File: src/rtl/microcode_pkg.sv
// Shared definitions for the microcode loader slice.
// Holds the default geometry of the writable control store (WCS), the frame
// start byte, the loader FSM state type and the control word type.
package microcode_pkg;

  localparam int unsigned DEF_ADR_W  = 4;
  localparam int unsigned DEF_WORD_W = 16;
  localparam logic [7:0]  DEF_HEADER = 8'hA5;

  typedef enum logic [2:0] {
    IDLE,
    CTL,
    DATA,
    WRITE,
    CSUM
  } loader_state_t;

  typedef logic [DEF_WORD_W-1:0] ctrl_word_t;

endpackage

File: src/rtl/microcode_word_assembler.sv
// Packs accepted bytes, least-significant byte first, into one control word.
// Ports:
//   clk, reset  - clock and synchronous active-high reset
//   clear       - frame start; restarts the byte count and empties the word
//   byte_valid  - byte_in is accepted this cycle
//   byte_in     - incoming byte
//   word        - assembled word (stable until the next accepted byte)
//   word_done   - the byte accepted this cycle completes the word
module microcode_word_assembler
  import microcode_pkg::*;
#(
  parameter int unsigned WORD_W = DEF_WORD_W
) (
  input  logic              clk,
  input  logic              reset,
  input  logic              clear,
  input  logic              byte_valid,
  input  logic [7:0]        byte_in,
  output logic [WORD_W-1:0] word,
  output logic              word_done
);

  localparam int unsigned NB = WORD_W / 8;
  localparam int unsigned CW = (NB > 1) ? $clog2(NB) : 1;

  logic [CW-1:0] cnt;

  assign word_done = byte_valid && (cnt == CW'(NB - 1));

  // New byte enters at the top and older bytes slide down, so after NB bytes
  // the first one received sits in the least-significant position.
  always_ff @(posedge clk) begin
    if (reset || clear) begin
      cnt  <= '0;
      word <= '0;
    end else if (byte_valid) begin
      cnt  <= word_done ? '0 : cnt + CW'(1);
      word <= (word >> 8) | (WORD_W'(byte_in) << (WORD_W - 8));
    end
  end

endmodule

File: src/rtl/microcode_loader.sv
// Writer side of the microprogram writable control store (WCS).
// Receives framed bytes (HEADER, CTL, data words, CSUM) over valid/ready and
// writes each completed control word to the WCS; keeps the CPU held in reset
// until a frame with a good checksum has been loaded.
// Ports:
//   clk, reset         - clock and synchronous active-high reset
//   in_valid, in_data  - byte stream input
//   in_ready           - byte accepted when in_valid & in_ready
//   wcs_we             - one-cycle write strobe per word
//   wcs_adr, wcs_wd    - WCS write address and data
//   hold_cpu           - keep datapath and sequencer in reset
//   done               - one-cycle pulse at the end of every frame
//   error              - sticky checksum-fail flag, cleared at next frame start
module microcode_loader
  import microcode_pkg::*;
#(
  parameter int unsigned ADR_W  = DEF_ADR_W,
  parameter int unsigned WORD_W = DEF_WORD_W,
  parameter logic [7:0]  HEADER = DEF_HEADER
) (
  input  logic              clk,
  input  logic              reset,
  input  logic              in_valid,
  input  logic [7:0]        in_data,
  output logic              in_ready,
  output logic              wcs_we,
  output logic [ADR_W-1:0]  wcs_adr,
  output logic [WORD_W-1:0] wcs_wd,
  output logic              hold_cpu,
  output logic              done,
  output logic              error
);

  loader_state_t state, state_nx;

  logic             accept;
  logic             frame_start;
  logic             word_done;
  logic [ADR_W-1:0] adr;
  logic [3:0]       rem;
  logic [7:0]       csum;
  logic             hold_q;
  logic             err_q;
  logic             done_q;

  assign accept      = in_valid && in_ready;
  assign frame_start = (state == IDLE) && accept && (in_data == HEADER);

  microcode_word_assembler #(
    .WORD_W (WORD_W)
  ) u_asm (
    .clk        (clk),
    .reset      (reset),
    .clear      (frame_start),
    .byte_valid (accept && (state == DATA)),
    .byte_in    (in_data),
    .word       (wcs_wd),
    .word_done  (word_done)
  );

  // State register
  always_ff @(posedge clk) begin
    if (reset) state <= IDLE;
    else       state <= state_nx;
  end

  // Next-state logic
  always_comb begin
    state_nx = state;
    case (state)
      IDLE:    if (frame_start) state_nx = CTL;
      CTL:     if (accept)      state_nx = DATA;
      DATA:    if (word_done)   state_nx = WRITE;
      WRITE:   state_nx = (rem == 4'd0) ? CSUM : DATA;
      CSUM:    if (accept)      state_nx = IDLE;
      default: state_nx = IDLE;
    endcase
  end

  // FSM outputs
  always_comb begin
    in_ready = (state != WRITE);
    wcs_we   = (state == WRITE);
  end

  // Address/count counters, checksum accumulator and status flags
  always_ff @(posedge clk) begin
    if (reset) begin
      adr    <= '0;
      rem    <= '0;
      csum   <= '0;
      hold_q <= 1'b1;
      err_q  <= 1'b0;
      done_q <= 1'b0;
    end else begin
      done_q <= 1'b0;
      case (state)
        IDLE: begin
          if (frame_start) begin
            csum   <= '0;
            hold_q <= 1'b1;
            err_q  <= 1'b0;
          end
        end
        CTL: begin
          if (accept) begin
            adr  <= ADR_W'(in_data[7:4]);
            rem  <= in_data[3:0];
            csum <= csum ^ in_data;
          end
        end
        DATA: begin
          if (accept) csum <= csum ^ in_data;
        end
        WRITE: begin
          adr <= adr + ADR_W'(1);
          rem <= rem - 4'd1;
        end
        CSUM: begin
          if (accept) begin
            done_q <= 1'b1;
            if (in_data == csum) begin
              hold_q <= 1'b0;
              err_q  <= 1'b0;
            end else begin
              err_q  <= 1'b1;
            end
          end
        end
        default: ;
      endcase
    end
  end

  assign wcs_adr  = adr;
  assign hold_cpu = hold_q;
  assign done     = done_q;
  assign error    = err_q;

endmodule
File: config.mk
export PLATFORM = sky130hd
export DESIGN_NAME = microcode_loader
export DESIGN_NICKNAME = d
export VERILOG_FILES = /design/src/rtl/microcode_pkg.sv /design/src/rtl/microcode_word_assembler.sv /design/src/rtl/microcode_loader.sv
export SDC_FILE = /design/constraint.sdc
export NUM_CORES = 1
export LEC_CHECK = 0
export ABC_AREA = 1
export BUFFER_PORTS_ARGS = -buffer_cell sky130_fd_sc_hd__buf_4
export CELL_PAD_IN_SITES_DETAIL_PLACEMENT = 1
export CELL_PAD_IN_SITES_GLOBAL_PLACEMENT = 1
export CORE_AREA = 2 2 75 77
export DETAILED_ROUTE_END_ITERATION = 16
export DIE_AREA = 0 0 77 79
export GPL_TIMING_DRIVEN = 0
export PLACE_DENSITY = 0.73
export RECOVER_POWER = 25
export REMOVE_ABC_BUFFERS = 1
export SLEW_MARGIN = 0
export SYNTH_ARGS = -nofsm -noshare
export SYNTH_HDL_FRONTEND = slang
export SYNTH_SLANG_ARGS = --single-unit
File: constraint.sdc
create_clock -name clk -period 1.7 [get_ports clk]
set_input_delay 0.085 -clock clk [delete_from_list [all_inputs] [get_ports clk]]
set_output_delay 0.085 -clock clk [all_outputs]
set_load 0.005 [all_outputs]
---- After elaboration in Yosys (flattened, before gate mapping) ----
Cells that the tools add are included.
operators by class
  equal/unequal tests ..................... 13
  add/sub/neg operators ................... 3
  order comparisons ....................... 0
  muxes and demuxes ....................... 23
  reductions and logical operators ........ 18
  bitwise logic cells ..................... 3
  multipliers ............................. 0
  shifts and indexed selects .............. 0
  divide/modulo/power cells ............... 0
operators by type and width
  kind                   count
  $mux W8                2
  $or A8 B16 Y16         1
  $pmux W4 S2            2
  $pmux W8 S2            1
  $mux W3                5
  $pmux W3 S5            1
  $eq A8 B8 Y1           1
  $eq A8 B8 Y1 const B   1
  $mux W1                8
  $mux W4                2
  $reduce_and A4 Y1      2
  $xor A8 B8 Y8          1
  $eq A3 B2 Y1 const B   2
  $ne A2 B1 Y1 const B   3
  $ne A2 B2 Y1 const B   3
  $reduce_and A3 Y1      2
  $reduce_bool A2 Y1     3
  $logic_and A1 B1 Y1    5
  $add A4 B1 Y4 const B  1
  $logic_not A4 Y1       1
  $pmux W1 S2            2
  $reduce_or A2 Y1       2
  $sub A4 B1 Y4 const B  1
  $eq A3 B1 Y1 const B   1
  7 further kinds        7
storage, ports and cells
  ROM bits ................................ 0
  memories kept ........................... 0
  bits in latches ......................... 0
  bits in registers ....................... 39
  output and inout bits ................... 25
  memory bits (writable) .................. 0

---- Logic depth before layout (Yosys ltp) ----
  depth after elaboration ................. 6
  gate-level depth with buffers ........... 10

---- Hierarchy ----
Synthesis repeated with hierarchy kept, for this count alone.
unflattened totals
  cells, all modules ...................... 327
  area total of the unflattened synthesis .. 2015.7 µm²
modules (own cells, without submodules)
  module                    area each (µm²)  cells each  seq. area each (µm²)  instances
  microcode_loader          1302.5           219         440.4                 1
  microcode_word_assembler  713.2            108         340.3                 1

---- Worst setup path after synthesis ----
OpenSTA, ideal clock, no wires.
  kind .................................... register to register
  from .................................... register state[2]
  to ...................................... register u_asm.cnt
  arrival ................................. 1.128 ns
  setup time .............................. 0.115 ns
  path slack .............................. 0.458 ns
  buffers on the path ..................... 1
  stages on the path, launching flop included .. 7
  cell sequence ........................... dfxtp_1 > nor2_1 > nand2_2 > inv_2 > nand2_2 > buf_6 > o21a_1
between the ends
  longest elaborated chain between the ends .. 5
  elaborated cells between the ends (all ways) .. 10
  classes of those cells .................. 2 x eq/ne; 1 x mux; 7 x reduce/logical
RTL lines
  what                                                  line                                                            RTL
  from (decl)                                           microcode_loader.sv:34                                          loader_state_t state, state_nx;
  from (signal assigned)                                microcode_loader.sv:64                                          else state <= state_nx;
  $ne A3 B2 Y1                                          microcode_loader.sv:82                                          in_ready = (state != WRITE);
  $logic_and A1 B1 Y1                                   microcode_loader.sv:46                                          assign accept = in_valid && in_ready;
  $logic_and A1 B1 Y1, on equally long branches         microcode_loader.sv:55, microcode_loader.sv:47
  $logic_and A1 B1 Y1, on equally long branches         microcode_word_assembler.sv:28, microcode_loader.sv:47
  $mux W1 / $logic_or A1 B1 Y1 (equally long branches)  microcode_word_assembler.sv:37, microcode_word_assembler.sv:33
  to (signal assigned)                                  microcode_word_assembler.sv:37                                  cnt <= word_done ? '0 : cnt + CW'(1);
  to (decl)                                             microcode_word_assembler.sv:26                                  logic [CW-1:0] cnt;
Several ways; a longest one is shown, not always the timed one.
A chain may end at the register's enable or synchronous reset.

---- Worst setup path in the final report ----
Same ends and word-level chain as after synthesis.

==> metrics.md <==
| Metric | Value |
|---|---|
| Layout net count | `around 340` |
| GRT met2 Usage | `29.9%` |
| Initial Util | `a little under two fifths` |
| Maximum count of clock buffers along a single path | `2` |
| Setup TNS | `0 ns` |
| Die Ht | `~80 um` |
| Min-Delay Startpoint | `reset` |
| Min Tclk post-route | `1.56 ns` |
| Arrival @ worst endpoint | `1.80 ns` |
| Yosys warning total | `0` |
| Die boundary width | `77 um` |
| Leading cell type in the layout, fill and taps excluded | `sky130_fd_sc_hd__nand2_1` |
| Largest net degree at the start of global routing | `21` |
| Final critical-path setup slack | `0.140 ns` |
| Proportion of layout cells with a drive suffix above 1 | `22.0%` |
| Worst voltage drop across the vdd grid | `approximately 330 uV` |
| Leak | `1.02 nW` |
| Clock root buffer | `sky130_fd_sc_hd__clkbuf_8` |
| Total via count in the routed design | `1929` |
| Power per unit of standard cell area | `797 nW/um^2` |
| Vias in the first global route | `~1800` |
| Area contributors post-synth | `sky130_fd_sc_hd__dfxtp_1, sky130_fd_sc_hd__nand2_1, sky130_fd_sc_hd__a21oi_1, sky130_fd_sc_hd__nand3_1, sky130_fd_sc_hd__inv_1` |
| Max transition margin | `71.1%` |
| Total number of H-tree levels | `2` |
| Most frequent cells in the layout | `sky130_fd_sc_hd__nand2_1, sky130_fd_sc_hd__dfxtp_1, sky130_fd_sc_hd__inv_1, sky130_fd_sc_hd__a21oi_1, sky130_fd_sc_hd__nand3_1` |
| Port bufs | `35` |
| Synth unique cells | `31` |
| Transition at the pin with the smallest max-transition slack | `0.433 ns` |
| Worst slack, placed | `0.0581 ns` |
| Area growth syn-to-layout | `23.1%` |
| Clock buffers created by TritonCTS | `5` |
| Final HPWL from detailed placement | `3710 um` |
| Worst Path Max Fanout | `18` |
| Cells after synthesis | `285` |
| Post-detailed-route via-to-cell ratio | `between 4 and 5` |
| Number of diodes added for antenna fixing | `0` |
| Final setup skew | `0.00634 ns` |
| Setup violators final | `0` |
| Result of the run | `finished, final reports clean` |
| Cell taking the most area after synthesis | `sky130_fd_sc_hd__dfxtp_1` |
| Max capacitance violation total | `0` |
| Clock tree from TritonCTS | `yes` |
| Count of final hold-check violations | `0` |
| Area of the die | `6080 um^2` |
| Capturing element type of the critical path | `register` |
| Sequential-to-total area share from yosys stat | `around two fifths` |
| Final global-route overflow total | `0` |
| Gp weighted congestion | `0.762` |
| Synthesized cell area | `1980 um^2` |
| Clk sinks | `39` |
| Class of the most critical setup path | `reg2reg` |
| Remaining routing DRC violations | `0` |
| Number of standard-cell rows in the floorplan | `27` |
| Clock latency reported for the late side of the worst-skew pair | `roughly 0.3 ns` |
| Clock slew seen by the registers of the worst setup and hold paths | `around 0.08 ns` |
| Number of synthesized register bits | `39` |
| Placeable core area | `5340 um^2` |
| Syn Area/Cell | `6.95 um^2` |
| CP startpoint kind | `register` |
| Total wire length | `5170 um` |
| Fraction of met1 tracks used by global routing | `21.5%` |
| Global Route Usage Sum | `17.4%` |
| Achievable clock frequency | `641 MHz` |
| Critical path required time | `1.94 ns` |
| Most congested layer reported by global routing | `met2` |
| Post-route ant nets | `0` |
| Post-DR wirelength/cell | `13.1 um` |
| Final worst-path cycle share | `91.8%` |
| # IOs | `36` |
| Final slew viol count | `0` |
| Worst hold path type | `in2reg` |
| GR Layer Usage met3 | `4.43%` |
| First-pass iteration count of the detailed router | `4` |
| Share of the synthesized area in the top cell type | `39.4%` |
| Number of antenna violations at the first check in global routing | `0` |
| Reg-to-reg startpoint | `state[2]` |
| Number of fillers in the final layout | `731` |
| Wire length of the first global-routing pass | `8510 um` |
| DRC marker count from the first detailed-route iteration | `between 70 and 80` |
| Worst setup path startpoint | `state[2]` |
==> logic make-up (layout without fill, tap and decap cells) <==
family / count (synthesis) / in the layout / share of synthesized area, %
simple gates: 128 / 128 / 29.6
xor+xnor: 3 / 3 / 1.33
fa+ha+maj: 2 / 2 / 1.26
flops: 39 / 39 / 39.4
buf+inv: 51 / 89 / 11.6
compound gates: 62 / 62 / 16.8
==> cell type report <==
type,count,area [um^2],area share [%]
clock buffer,5,68.8,2.82
clock inverter,3,67.6,2.77
inverter,41,154,6.32
multi-input combinational,195,975,40.0
sequential,39,781,32.0
tap,72,90.1,3.70
timing repair buffer,40,300,12.3
==> what timing repair did <==
item                                    CTS  global route
resized for setup                         0             1
buffers inserted                          0             5
hold endpoints to repair                  0             0
endpoints found under the setup margin    0             9
hold buffers                              0             0
==> final timing paths <==
kind / to / slack [ns] / depth (start not counted)
max: u_asm.cnt / 0.14 / 6
min: rem[2] / 0.06 / 2
max reg2reg: u_asm.cnt / 0.14 / 6
min reg2reg: hold_cpu / 0.45 / 2
==> synthesized netlist by cell type, drive strengths merged <==
| master | count |
|---|---|
| xor2 | 1 |
| nor2 | 14 |
| a21oi | 36 |
| o211ai | 1 |
| clkbuf | 3 |
| buf | 7 |
| nor4 | 1 |
| xnor2 | 2 |
| nor3 | 1 |
| ha | 2 |
| o21a | 1 |
| a31oi | 2 |
| o21ai | 22 |
| nand4 | 3 |
| nand2 | 78 |
| nand3 | 31 |
| inv | 41 |
| dfxtp | 39 |
==> per-stage QoR <==
step / utilization (%) / area (um^2) / hold slack, ns / cells / total power [mW]
after floorplan: - / 1900 / 0.154 / 275 / 0.982
after global placement: 42.3 / 2260 / 0.364 / 382 / 1.04
after detailed placement: 42.3 / 2260 / 0.375 / 382 / 1.04
after CTS: 44.8 / 2390 / 0.0582 / 390 / 1.97
after global routing: 45.6 / 2440 / 0.0582 / 395 / 2.02
final: 45.6 / 2440 / 0.0594 / 395 / 1.94
==> critical path, stage by stage (launching register included) <==
cell and delay, ns:
sky130_fd_sc_hd__dfxtp_1 0.38, sky130_fd_sc_hd__nor2_1 0.20, sky130_fd_sc_hd__nand2_2 0.11, sky130_fd_sc_hd__inv_2 0.28, sky130_fd_sc_hd__nand2_4 0.21, sky130_fd_sc_hd__a21oi_1 0.19
sky130_fd_sc_hd__o21a_1 0.14
==> report_power, final <==
group	switching (mW)	total [mW]	internal, mW
logic	0.0663	0.0987	0.0324
clock network	0.341	0.926	0.585
registers	0.00164	0.916	0.915
==> flip-flops by register name (all words and copies together) (netlist names) <==
register and cells:
csum 8, done 1, u_asm.word 16, error 1
wcs_adr 4, rem 4, state 3, hold_cpu 1
u_asm.cnt 1
==> layer usage <==
metal | routed length (um) | part of all wire, % | vias up
li1 | - | - | 995
met1 | 2480 | 48 | 901
met2 | 2450 | 47 | 27
met3 | 173 | 3.3 | 6
met4 | 65 | 1.3 | 0
met5 | 0 | 0 | -
Power figures use the tool's default switching activity.
